### src/rtl/mdu_iter.sv
// Iterative MIPS multiply/divide unit: shift-add multiply, restoring divide,
// one bit per cycle, with architectural HI/LO and MTHI/MTLO writes.
module mdu_iter #(
  parameter int WIDTH = 32
) (
  input  logic             clk,
  input  logic             rst,
  input  logic             start,
  input  logic [1:0]       op,
  input  logic [WIDTH-1:0] src_a,
  input  logic [WIDTH-1:0] src_b,
  input  logic             mt_en,
  input  logic             mt_sel,
  input  logic [WIDTH-1:0] mt_data,
  output logic             busy,
  output logic             done,
  output logic [WIDTH-1:0] hi,
  output logic [WIDTH-1:0] lo
);

  localparam int CW = $clog2(WIDTH);

  typedef enum logic [1:0] {IDLE = 2'd0, RUN = 2'd1, FIX = 2'd2} state_t;

  state_t             state, state_nxt;
  logic [CW-1:0]      cnt;
  logic               is_div, neg_q, neg_r, div_zero;
  logic [WIDTH-1:0]   a_mag, b_mag;
  logic [2*WIDTH-1:0] acc;
  logic [WIDTH-1:0]   rem, quo;

  // Operand magnitudes at launch; only MULT/DIV (op[0]=0) are signed.
  logic             sgn_in, a_neg, b_neg, last;
  logic [WIDTH-1:0] a_abs, b_abs;

  assign sgn_in = ~op[0];
  assign a_neg  = sgn_in & src_a[WIDTH-1];
  assign b_neg  = sgn_in & src_b[WIDTH-1];
  assign a_abs  = a_neg ? -src_a : src_a;
  assign b_abs  = b_neg ? -src_b : src_b;
  assign last   = (cnt == CW'(WIDTH-1));
  assign busy   = (state != IDLE);

  // Multiply step: add multiplicand into upper half when LSB set, then shift right.
  logic [WIDTH:0] mul_sum;
  assign mul_sum = {1'b0, acc[2*WIDTH-1:WIDTH]} + {1'b0, (acc[0] ? a_mag : '0)};

  // Divide step: the shifted partial remainder is WIDTH+1 bits so the
  // compare/subtract cannot overflow; after a restore it always fits WIDTH.
  logic [WIDTH:0]   rem_sh;
  logic             rem_ge;
  logic [WIDTH-1:0] rem_nxt;
  assign rem_sh  = {rem, quo[WIDTH-1]};
  assign rem_ge  = (rem_sh >= {1'b0, b_mag});
  assign rem_nxt = rem_ge ? WIDTH'(rem_sh - {1'b0, b_mag}) : rem_sh[WIDTH-1:0];

  logic [2*WIDTH-1:0] prod_fix;
  logic [WIDTH-1:0]   quo_fix, rem_fix;
  assign prod_fix = neg_q ? -acc : acc;
  assign quo_fix  = div_zero ? '1 : (neg_q ? -quo : quo);
  assign rem_fix  = neg_r ? -rem : rem;

  always_comb begin
    state_nxt = state;
    case (state)
      IDLE:    if (start) state_nxt = RUN;
      RUN:     if (last)  state_nxt = FIX;
      FIX:     state_nxt = IDLE;
      default: state_nxt = IDLE;
    endcase
  end

  always_ff @(posedge clk) begin
    if (rst) state <= IDLE;
    else     state <= state_nxt;
  end

  always_ff @(posedge clk) begin
    if (rst) begin
      hi       <= '0;
      lo       <= '0;
      done     <= 1'b0;
      cnt      <= '0;
      is_div   <= 1'b0;
      neg_q    <= 1'b0;
      neg_r    <= 1'b0;
      div_zero <= 1'b0;
      a_mag    <= '0;
      b_mag    <= '0;
      acc      <= '0;
      rem      <= '0;
      quo      <= '0;
    end else begin
      done <= 1'b0;
      case (state)
        IDLE: begin
          if (start) begin
            is_div   <= op[1];
            neg_q    <= a_neg ^ b_neg;
            neg_r    <= a_neg;
            div_zero <= (src_b == '0);
            a_mag    <= a_abs;
            b_mag    <= b_abs;
            cnt      <= '0;
            acc      <= {{WIDTH{1'b0}}, b_abs};
            rem      <= '0;
            quo      <= a_abs;
          end else if (mt_en) begin
            if (mt_sel) hi <= mt_data;
            else        lo <= mt_data;
          end
        end
        RUN: begin
          cnt <= cnt + CW'(1);
          if (is_div) begin
            rem <= rem_nxt;
            quo <= {quo[WIDTH-2:0], rem_ge};
          end else begin
            acc <= {mul_sum, acc[WIDTH-1:1]};
          end
        end
        FIX: begin
          done <= 1'b1;
          if (is_div) begin
            lo <= quo_fix;
            hi <= rem_fix;
          end else begin
            {hi, lo} <= prod_fix;
          end
        end
        default: ;
      endcase
    end
  end

endmodule

### config.mk
export PLATFORM = sky130hd
export DESIGN_NAME = mdu_iter
export DESIGN_NICKNAME = d
export VERILOG_FILES = /design/src/rtl/mdu_iter.sv
export SDC_FILE = /design/constraint.sdc
export NUM_CORES = 1
export LEC_CHECK = 0
export BUFFER_PORTS_ARGS = -buffer_cell sky130_fd_sc_hd__buf_2
export CORE_AREA = 2 2 212 214
export CTS_CLUSTER_DIAMETER = 30
export DETAILED_ROUTE_END_ITERATION = 16
export DIE_AREA = 0 0 214 216
export PLACE_DENSITY = 0.57
export SKIP_CTS_REPAIR_TIMING = 1
export SYNTH_ARGS = -nofsm -noshare
export SYNTH_HDL_FRONTEND = slang
export SYNTH_SLANG_ARGS = --single-unit
### constraint.sdc
create_clock -name clk -period 4.44 [get_ports clk]
set_input_delay 1.11 -clock clk [delete_from_list [all_inputs] [get_ports clk]]
set_output_delay 1.11 -clock clk [all_outputs]
set_load 0.05 [all_outputs]
After elaboration in Yosys (flattened, before gate mapping)
Cells that the tools add are included.
W data, S select, Z words.
- bits in registers: 268
- input port bits: 103
- output and inout port bits: 66
- add/subtract/negate cells: 8
- magnitude comparators: 1
- equality and inequality tests: 11
- muxes and demuxes: 33
- bitwise logic cells: 4
- reduce and logical (&&, ||, !) cells: 12
- operators with widths (cell ; number):
    $mux W32 ; 19
    $pmux W32 S2 ; 4
    $mux W64 ; 3
    $neg A32 Y32 ; 4
    $pmux W64 S2 ; 1
    $neg A64 Y64 ; 1
    $add A32 B32 Y33 ; 1
    $ge A33 B32 Y1 ; 1
    $logic_not A32 Y1 ; 1
    $sub A32 B32 Y32 ; 1
    $ne A2 B2 Y1 const B ; 8
    $pmux W5 S2 ; 1
    $reduce_and A4 Y1 ; 2
    $reduce_and A2 Y1 ; 3
    $reduce_and A3 Y1 ; 2
    $reduce_bool A2 Y1 ; 3
    $add A5 B1 Y5 const B ; 1
    $eq A5 B5 Y1 const B ; 1
    $mux W5 ; 1
    $mux W2 ; 2
    $pmux W2 S2 ; 1
    $and A1 B1 Y1 ; 2
    $eq A2 B1 Y1 const B ; 1
    $eq A2 B2 Y1 const B ; 1
    4 further kinds ; 4

Depth between registers and ports, before layout
Gate-level depths: netlist of the first run.
- depth after elaboration: 5
- gate-level depth with buffers: 14
- depth with buffers taken out: 13

Least setup slack after synthesis of the first run
OpenSTA, ideal clock, no wires.
- kind: in2reg
- from: input port src_b[9]
- to: register acc[30]
- data arrival time: 3207 ps
- slack: 1106 ps
- cell stages on the path: 9
- buffers on the path: 0
- cells stage by stage: or4_1 > nand2b_1 > nor4_1 > nand3_1 > o41ai_1 > xor2_1 > a211oi_1 > a21oi_1 > nor2_1
- word-level cells in the longest chain between the ends: 4
- ends and longest elaborated chain (item ; line ; RTL):
    from (decl) ; 11 ; input logic [WIDTH-1:0] src_b,
    $neg A32 Y32 ; 40 ; assign b_abs = b_neg ? -src_b : src_b;
    $mux W32 ; 40 ;
    $mux W64 ; 97 ; if (start) begin
    $pmux W64 S2 ; 95 ; case (state)
    to (signal assigned) ; 105 ; acc <= {{WIDTH{1'b0}}, b_abs};
    to (signal assigned) ; 119 ; acc <= {mul_sum, acc[WIDTH-1:1]};
    to (decl) ; 29 ; logic [2*WIDTH-1:0] acc;
Every way passes these cells. The select of a mux whose other input is x is not followed.
A chain may end at the register's enable or synchronous reset.

Worst setup path after layout of the first run
- from: register rem[19]
- to: register rem[31]
- word-level cells in the longest chain between the ends: 4
- ends and longest elaborated chain (item ; line ; RTL):
    from (decl) ; 30 ; logic [WIDTH-1:0] rem, quo;
    from (signal assigned) ; 116 ; rem <= rem_nxt;
    $sub A32 B32 Y32 / $ge A33 B32 Y1 (equally long branches) ; 55, 54 ;
    $mux W32 (*) ; 55 ; assign rem_nxt = rem_ge ? WIDTH'(rem_sh - {1'b0, b_mag}) : rem_sh[WIDTH-1:0];
    $mux W32 (*) ; 115 ; if (is_div) begin
    $pmux W32 S2 (*) ; 95 ;
Every way passes the cells marked *; elsewhere a longest branch is shown, timed or not. The select of a mux whose other input is x is not followed.

==> run metrics, run 1 <==
final cycle utilization of the critical path=82.9%; Fin. Hold Viols=0; clock-pin transition on the worst setup and hold timing paths=about 40 ps; largest net degree at the start of global routing=between 80 and 90; routed length per instance=~22 µm; CTS HTree Levels=3; synthesized net count=2563; Worst setup SP type=flop; max-slew violations=0; Vias/cell=approximately 6; GRT Total Usage=28.6%; Synth cell types=75; FF+latch count, synth=around 270; f_max=272 MHz; cts bufs inserted=66; status=completed; number of synthesized flops with an enable pin=0; Layout Utilization=around half; 1st-iter DRT viols=about 1800; Async S/R FF share, synth=0%; nets=~2700; CTS Buffer Depth=3; r2r worst-path depth=10; final instance area=between 20000 and 25000 µm²; Seq/Total Area, Yosys=roughly 29%; core area=43800 µm²; P_leak=8.89 nW; Pwr per Cell Area=around 410 nW/µm²; die area=approximately 46000 µm²; DP Wirelength=~53000 µm; Initial DRT Pass Iterations=5; Slew @ Worst Pin=1270 ps; IO Port Bufs=168; WL final=between 60000 and 70000 µm; final setup vio count=0; filler instances=approximately 4300; DP Cell Count=3021; antenna violations before repair=0; Mapped Cells=~2400; Worst-Skew Late Latency=just under 600 ps; RSZ-0062 raised after global routing=no; Mapped Avg Cell Area=7.64 µm²; Max-cap violations=0; Routed Antenna Nets=0; Die Width=approximately 210 µm; crit path from=rem[19]; die height=216 µm; CTS root buffer=clkbuf_16; worst r2r src=rem[19]; CP dominant cell by count=o21ai_0; crit-path cells=ha_1 > a21oi_1 > o21bai_1 > a211oi_1 > o21ai_0 > a221oi_1 > o211ai_1 > a41oi_1 > a32oi_1 > o21ai_0; IO Pins=169; arrival time at the worst endpoint=about 4200 ps; Initial Util=about 42%; Syn Std Cell Area=18200 µm²; final non-filler cell total=3139; Clock Skew=about 21 ps; global route overflow=0; Sum Neg Setup Slack=0 ps; Crit Path Class=reg2reg; Hold WC Path Type=reg2reg; Final min period=around 3700 ps; clk sink count=268; Max VDD drop=251 µV; CP Capture Point=rem[31]; Pwr Total=0.00899 W; reg-to-reg endpoint=rem[31]; Max FO, Critical Path=10; Yosys warnings=0; CP Capture Type=flop; routed vias=roughly 18000; CP required=4920 ps; reg2reg setup slack=between 700 and 800 ps; Slowest cell on crit path=a41oi_1; Worst slew margin=15.1%; gpl congestion=~0.95; max incr delay on CP=just under 900 ps; CTS tree=done; placed cell area=~20000 µm²; layout cells sized above 1=between 10% and 20%; drc violations=0; vias in the first global route=approximately 17000; Area growth syn-to-layout=19.2%; # rows=77; top_reg_cell synth=dfxtp_1; first-pass GRT wire length=between 100000 and 150000 µm
flip-flops by register name, summed over array words and instances (netlist names), 5 cells and up:
name and flops:
a_mag 32, acc 64, b_mag 32, cnt 5, hi 32, lo 32
quo 32, rem 32
cell type report:
class                   instances  area [µm²]  area share (%)
well taps                     592         741            3.41
flip-flops and latches        268        5370            24.7
diodes                          2        5.00          0.0230
clock inverters                24         300            1.38
repair buffers                203        1110            5.11
multi-input cells            1885       12000            55.3
inverters                      73         274            1.26
clock buffers                  92        1900            8.76
logic make-up after synthesis:
family / Yosys count / synth area share [%]
AOI/OAI and AO/OA: 770 / 27.9
xor gates and xnor gates: 226 / 10.9
adders and majority gates: 73 / 5.09
buffers and inverters: 234 / 4.93
DFF: 268 / 29.4
muxes: 27 / 1.49
and+or+nand+nor: 789 / 20.3
how the worst min path moves through the flow:
stage          startpoint        end  slack (ps)  cells after the start
5_1_grt            cnt[4]     cnt[4]         490                      2
3_5_place_dp       cnt[3]     cnt[3]         450                      1
3_3_place_gp    a_mag[25]  a_mag[25]         440                      2
2_1_floorplan   a_mag[25]  a_mag[25]         430                      2
6_report        a_mag[25]  a_mag[25]         450                      2
4_1_cts         a_mag[31]  a_mag[31]         460                      2
worst max-delay path: cells and delay by family (launching register included):
family / cells / cell delay [ps]
DFF: 1 / 550
AOI/OAI and AO/OA: 9 / 2680
adders and majority gates: 1 / 380
routing by layer:
layer  track usage [%]  wire, µm  up-vias
li1                  -         -     8930
met4              9.65      1910        0
met5                 0         0        -
met2              44.9     30100      678
met1              38.7     30800     8786
met3              6.46      5490      103
cell usage after synthesis, drive strengths merged, types with 16 or more instances:
| master | number | area (µm²) |
|---|---|---|
| a21o | 26 | 195 |
| o41ai | 29 | 262 |
| nand2b | 20 | 125 |
| buf | 16 | 80.1 |
| o221ai | 22 | 193 |
| a22o | 16 | 140 |
| a211oi | 125 | 938 |
| or3 | 19 | 129 |
| a311oi | 22 | 193 |
| inv | 73 | 274 |
| mux2i | 26 | 260 |
| nor4 | 26 | 175 |
| nor3 | 57 | 307 |
| ha | 71 | 888 |
| nand3 | 37 | 185 |
| o31ai | 37 | 278 |
| xnor2 | 135 | 1180 |
| or4 | 25 | 199 |
| a21oi | 197 | 986 |
| nand2 | 173 | 649 |
| xor2 | 91 | 797 |
| clkbuf | 145 | 544 |
| a31oi | 20 | 125 |
| o21ai | 149 | 746 |
| nor2 | 328 | 1230 |
| and2 | 40 | 250 |
| dfxtp | 268 | 5370 |
| a22oi | 19 | 143 |
report_power, final:
group	total (W)	internal, W	leakage [nW]	switching [W]
Combinational	0.00148	0.000496	5.62	0.000985
Sequential	0.00274	0.00256	2.19	0.000182
Clock	0.00477	0.00331	1.08	0.00147
metrics by stage:
step                worst slack [ps]  hold slack (ps)
finish                           758              453
floorplan                       1110              427
detailed placement               736              451
CTS                              769              458
global route                     453              491
global placement                 789              438
cells in the final DEF, fill, tap and decap left out, drive strengths merged, types with 57 or more instances in the layout:
cell	count
xor2	91
o21ai	149
inv	76
xnor2	135
ha	71
nor3	57
a211oi	125
nor2	328
buf	203
dfxtp	268
clkbuf	92
a21oi	197
nand2	173
Power figures use the tool's default switching activity.
==> run 2, diff against run 1 <==
==> constraint.sdc (replaced) <==
create_clock -name clk -period 3.8 [get_ports clk]
set_input_delay 0.95 -clock clk [delete_from_list [all_inputs] [get_ports clk]]
set_output_delay 0.95 -clock clk [all_outputs]
set_load 0.05 [all_outputs]
==> run 2 against run 1 <==
Net effect: first-iteration DRC count up 8.5%; clock skew up 1.5 ps; non-clock buffer count up 36; critical path type unchanged; largest cell class unchanged; highest routed layer is now met5; critical endpoint is now rem[5]; sequential cell count unchanged.
==> run metrics, run 2 (synthesized netlist as in run 1, its figures left out) <==
P_leak=9.28 nW (was 8.89 nW); die height=216 µm (unchanged); area of the multi-input gates=12000 µm² (unchanged); routed vias=18886 (was 18497); Slew @ Worst Pin=909 ps (was 1270 ps); f_max=289 MHz (was 272 MHz); layout cells sized above 1=15.4% (was 13.5%); max incr delay on CP=480 ps (was 890 ps); most common cell after layout, fill and taps aside=nor2_1 (unchanged); most frequent cells in the layout=nor2_1, dfxtp_1, a21oi_1 (unchanged); # rows=77 (unchanged); 1st-iter DRT viols=1938 (was 1786); routed length per instance=21.8 µm (about the same); crit path from=b_mag[15] (was rem[19]); Max FO, Critical Path=18 (was 10); reg2reg setup slack=340 ps (was 760 ps); global route overflow=0 (unchanged); IO Port Bufs=168 (unchanged); CTS HTree Levels=3 (unchanged); CP dominant cell by count=o211ai_1 (was o21ai_0); gpl congestion=0.977 (was 0.945); nets=2717 (was 2673); vias in the first global route=17330 (was 17089); Worst setup SP type=flop (unchanged); cts bufs inserted=74 (was 66); Min Hold Slack=457 ps (was 453 ps); clk sink count=268 (unchanged); Vias/cell=5.92 (was 5.89); Top reg by flops=acc (unchanged); Max VDD drop=289 µV (was 251 µV); Worst-Skew Late Latency=590 ps (was 580 ps); Diodes inserted=0 (was 2); core area=43800 µm² (unchanged); max-slew violations=0 (unchanged); Initial Util=41.6% (unchanged); arrival time at the worst endpoint=3890 ps (was 4160 ps); r2r worst-path depth=11 (was 10); Initial DRT Pass Iterations=5 (unchanged); CP required=4230 ps (was 4920 ps); CTS Buffer Depth=3 (unchanged); Slowest cell on crit path=a41o_1 (was a41oi_1); filler instances=4226 (was 4334); drc violations=0 (unchanged); CP Capture Point=rem[5] (was rem[31]); antenna violations before repair=2 (was 0); Max-cap violations=0 (unchanged); crit-path cells=inv_1 > ha_1 > nand3_1 > or3_1 > o211ai_1 > nand2_1 > o211ai_1 > a41o_1 > buf_12 > mux2i_1 > o21ai_0 (was ha_1 > a21oi_1 > o21bai_1 > a211oi_1 > o21ai_0 > a221oi_1 > o211ai_1 > a41oi_1 > a32oi_1 > o21ai_0); Routed Antenna Nets=0 (unchanged); CTS root buffer=clkbuf_16 (unchanged); die area=46200 µm² (unchanged); IO Pins=169 (unchanged); Pwr per Cell Area=507 nW/µm² (was 414 nW/µm²); Area growth syn-to-layout=23.1% (was 19.2%); Clock Skew=22.3 ps (was 20.8 ps); Worst slew margin=39.4% (was 15.1%); first-pass GRT wire length=105000 µm (was 102000 µm); Final min period=3460 ps (was 3680 ps); Storage cell area=5370 µm² (unchanged); final cycle utilization of the critical path=91.1% (was 82.9%); largest net degree at the start of global routing=83 (was 84); Crit Path Class=reg2reg (unchanged); RSZ-0062 raised after global routing=no (unchanged); WL final=69500 µm (was 68300 µm); CP Capture Type=flop (unchanged); worst r2r src=b_mag[15] (was rem[19]); reg-to-reg endpoint=rem[5] (was rem[31]); DP Wirelength=53200 µm (was 52500 µm); clock-pin transition on the worst setup and hold timing paths=50 ps (was 40 ps); status=completed (unchanged); CTS tree=done (unchanged); GRT Total Usage=29.3% (was 28.6%); Die Width=214 µm (unchanged); Sum Neg Setup Slack=0 ps (unchanged); max reg flops=64 (unchanged); Fin. Hold Viols=0 (unchanged); final setup vio count=0 (unchanged); Hold WC Path Type=reg2reg (unchanged)
[run 2: cell types whose count changed in the layout (fill, tap and decap cells not counted), sizes merged]
cell,before,now
buf,203,239
bufinv,6,7
clkbuf,92,108
clkinv,12,10
clkinvlp,3,7
diode,2,0
inv,76,74
[run 2: worst min-delay path by stage]
stage | depth (start not counted) | startpoint | slack [ps] | endpoint
6_report | 2 | a_mag[0] | 460 | a_mag[0]
5_1_grt | 2 | b_mag[28] | 480 | b_mag[28]
4_1_cts | 2 | a_mag[0] | 450 | a_mag[0]
3_5_place_dp | 2 | a_mag[0] | 440 | a_mag[0]
3_3_place_gp | 2 | a_mag[0] | 440 | a_mag[0]
2_1_floorplan | 2 | a_mag[25] | 430 | a_mag[25]
[run 2: cell type report]
| type | instances | area share [%] |
|---|---|---|
| Tap cell | 592 | 3.30 |
| Multi-Input combinational cell | 1885 | 53.6 |
| Inverter | 73 | 1.22 |
| Clock inverter | 25 | 1.45 |
| Sequential cell | 268 | 23.9 |
| Timing Repair Buffer | 239 | 6.37 |
| Clock buffer | 108 | 10.1 |
[run 2: metal layers]
| metal | vias up | routed length, µm | global-route usage (%) |
|---|---|---|---|
| met5 | - | 28 | 0 |
| met4 | 4 | 2130 | 10.5 |
| met3 | 131 | 5590 | 5.69 |
| met2 | 784 | 30300 | 44.8 |
| met1 | 8929 | 31500 | 41.0 |
| li1 | 9038 | - | - |
[run 2: worst max-delay path: cells and delay by family, from the launching register on]
family	cells	cell delay, ps
buf+inv	2	310
simple gates	3	770
compound gates	4	1240
mux	1	210
flops	1	370
fa+ha+maj	1	390
[run 2: report_power, final]
| group | switching, W | total [W] | leakage (nW) | internal, W |
|---|---|---|---|---|
| registers | 0.000204 | 0.00319 | 2.19 | 0.00299 |
| logic | 0.00117 | 0.00177 | 5.82 | 0.000600 |
| clock network | 0.00185 | 0.00642 | 1.27 | 0.00457 |
| total | 0.00323 | 0.0114 | 9.28 | 0.00816 |
[run 2: metrics by stage]
step	utilization [%]	cell area, µm²	setup slack [ps]	cells	total power [W]
final	51.2	22400	340	3190	0.0114
after global routing	51.2	22400	39.5	3190	0.0118
after detailed placement	45.2	19800	142	3057	0.00497
after global placement	45.2	19800	269	3057	0.00495
after floorplan	-	18200	498	2387	0.00435
after CTS	51.2	22400	399	3190	0.0114
==> run 3, diff against run 2 <==
--- a/config.mk
+++ b/config.mk
@@ -6,10 +6,10 @@
 export NUM_CORES = 1
 export LEC_CHECK = 0
 export BUFFER_PORTS_ARGS = -buffer_cell sky130_fd_sc_hd__buf_2
-export CORE_AREA = 2 2 212 214
+export CORE_AREA = 2 2 180 252
 export CTS_CLUSTER_DIAMETER = 30
 export DETAILED_ROUTE_END_ITERATION = 16
-export DIE_AREA = 0 0 214 216
+export DIE_AREA = 0 0 182 254
 export PLACE_DENSITY = 0.57
 export SKIP_CTS_REPAIR_TIMING = 1
 export SYNTH_ARGS = -nofsm -noshare
==> run 3 against run 2 <==
Net effect: clock skew barely moved; first-iteration DRC count fell by 13%; via count fell by 1.3%; non-clock buffer count fell by 12; routed wire length fell by 0.61%; maximum frequency fell by 1.7%; register-to-register slack got worse by 60 ps; combinational power barely moved; sequential power barely moved; global-route usage fell by 0.20 points; critical path type unchanged; largest power group unchanged; critical path depth rose by 2; clock power fell by 13%.
==> run metrics, run 3 (synthesized netlist as in run 1, its figures left out) <==
GRT Total Usage=29.1% (was 29.3%); CTS HTree Levels=2 (was 3); max-slew violations=0 (unchanged); largest net degree at the start of global routing=143 (was 83); Worst-Skew Late Latency=610 ps (was 590 ps); status=completed (unchanged); Fin. Hold Viols=0 (unchanged); routed length per instance=22.1 µm (was 21.8 µm); final setup vio count=0 (unchanged); Pwr per Cell Area=481 nW/µm² (was 507 nW/µm²); IO Pins=169 (unchanged); min-delay src=a_mag[31] (was a_mag[0]); Die Width=182 µm (was 214 µm); sum of buffers and inverters on the critical path=2 (unchanged); Max FO, Critical Path=24 (was 18); max incr delay on CP=580 ps (was 480 ps); Routed Antenna Nets=0 (unchanged); P_leak=9.00 nW (was 9.28 nW); DP Cell Count=3011 (was 3057); Hold WC Path Type=reg2reg (unchanged); most common cell after layout, fill and taps aside=nor2_1 (unchanged); WL final=69100 µm (was 69500 µm); Worst setup SP type=flop (unchanged); Final min period=3520 ps (was 3460 ps); Clock Skew=22.1 ps (was 22.3 ps); die height=254 µm (was 216 µm); reg2reg setup slack=280 ps (was 340 ps); 1st-iter DRT viols=1694 (was 1938); Slowest cell on crit path=dfxtp_1 (was a41o_1); final non-filler cell total=3125 (was 3190); drc violations=0 (unchanged); Max-cap violations=0 (unchanged); Area growth syn-to-layout=20.2% (was 23.1%); Initial DRT Pass Iterations=5 (unchanged); Slew @ Worst Pin=1250 ps (was 909 ps); antenna violations before repair=0 (was 2); DP Wirelength=52800 µm (was 53200 µm); core area=43900 µm² (was 43800 µm²); Worst slew margin=16.5% (was 39.4%); Initial Util=41.5% (was 41.6%); Diodes inserted=0 (unchanged); CTS tree=done (unchanged); Crit Path Class=reg2reg (unchanged); CTS root buffer=clkbuf_16 (unchanged); worst r2r src=acc[0] (was b_mag[15]); Vias/cell=5.97 (was 5.92); cts bufs inserted=60 (was 74); arrival time at the worst endpoint=4000 ps (was 3890 ps); CP required=4280 ps (was 4230 ps); CP Capture Type=flop (unchanged); layout cells sized above 1=14.7% (was 15.4%); WHS Endpoint=a_mag[31] (was a_mag[0]); f_max=284 MHz (was 289 MHz); clk sink count=268 (unchanged); Sum Neg Setup Slack=0 ps (unchanged); IO Port Bufs=168 (unchanged); gpl congestion=0.933 (was 0.977); # rows=91 (was 77); die area=46200 µm² (about the same); RSZ-0062 raised after global routing=no (unchanged); Top reg by flops=acc (unchanged); reg-to-reg endpoint=acc[61] (was rem[5]); first-pass GRT wire length=104000 µm (was 105000 µm); Worst path top cell family by delay=compound AO/OA/AOI/OAI gates (unchanged); vias in the first global route=17779 (was 17330); nets=2691 (was 2717); Max VDD drop=327 µV (was 289 µV); CTS Buffer Depth=3 (unchanged); most frequent cells in the layout=nor2_1, dfxtp_1, a21oi_1 (unchanged); Hold Path Depth=2 (unchanged); routed vias=18649 (was 18886); r2r worst-path depth=13 (was 11); max reg flops=64 (unchanged); crit-path cells=buf_4 > and2_1 > ha_1 > a21oi_1 > o211ai_1 > a21oi_1 > o31ai_1 > buf_4 > a221o_1 > a41o_1 > a221oi_1 > xnor2_1 > a22o_1 (was inv_1 > ha_1 > nand3_1 > or3_1 > o211ai_1 > nand2_1 > o211ai_1 > a41o_1 > buf_12 > mux2i_1 > o21ai_0); clock-pin transition on the worst setup and hold timing paths=50 ps (about the same); final cycle utilization of the critical path=92.6% (was 91.1%); global route overflow=0 (unchanged)
==> run 3: cell count changes in the layout (fill, tap and decap cells not counted), sizes merged <==
| cell | delta |
|---|---|
| inv | +14 |
| clkinv | +4 |
| bufinv | +2 |
| clkbuf | -40 |
| clkinvlp | +1 |
| buf | -12 |
==> run 3: report_power, final <==
| part | total (W) | leakage, nW | internal (W) | switching (W) |
|---|---|---|---|---|
| Combinational | 0.00177 | 5.75 | 0.000611 | 0.00116 |
| Clock | 0.00558 | 1.06 | 0.00370 | 0.00188 |
| Sequential | 0.00319 | 2.19 | 0.00298 | 0.000212 |
| Total | 0.0105 | 9.00 | 0.00730 | 0.00325 |
==> run 3: tightest hold or removal path: cells and delay by family (launching register included) <==
| family | cells | cell delay, ps |
|---|---|---|
| simple gates | 1 | 50 |
| compound gates | 1 | 50 |
| flops | 1 | 310 |
==> run 3: worst max path at each step <==
| stage | from | end | depth (start not counted) | slack (ps) |
|---|---|---|---|---|
| floorplan | acc[0] | acc[57] | 13 | 500 |
| global placement | src_b[9] | acc[30] | 11 | 390 |
| detailed placement | acc[0] | acc[61] | 13 | 340 |
| CTS | acc[0] | acc[61] | 13 | 310 |
| global route | acc[0] | acc[61] | 13 | 6 |
| finish | acc[0] | acc[61] | 13 | 280 |
==> run 3: per-stage QoR <==
stage | setup slack, ps | area (µm²) | hold slack (ps) | total power [W] | utilization, %
after floorplan | 498 | 18200 | 427 | 0.00435 | -
after global placement | 389 | 19700 | 452 | 0.00496 | 44.8
after detailed placement | 339 | 19700 | 454 | 0.00498 | 44.8
after CTS | 310 | 21900 | 465 | 0.0106 | 49.8
after global routing | 6.18 | 21900 | 485 | 0.0109 | 49.8
final | 281 | 21900 | 461 | 0.0105 | 49.8
==> run 3: final cells by class <==
| class | instances | area, µm² |
|---|---|---|
| clock buffer | 68 | 1610 |
| clock inverter | 46 | 586 |
| fill | 4375 | 22000 |
| inverter | 73 | 274 |
| multi-input combinational | 1885 | 12000 |
| sequential | 268 | 5370 |
| tap | 558 | 698 |
| timing repair buffer | 227 | 1340 |
==> run 3: per-layer routing <==
metal  GRT usage, %  vias up  part of all wire, %
met5              0        -                    0
met4           21.7        0                  8.2
met1           34.3     8809                   40
met3           2.91      175                  4.7
li1               -     8992                    -
met2           49.2      673                   47
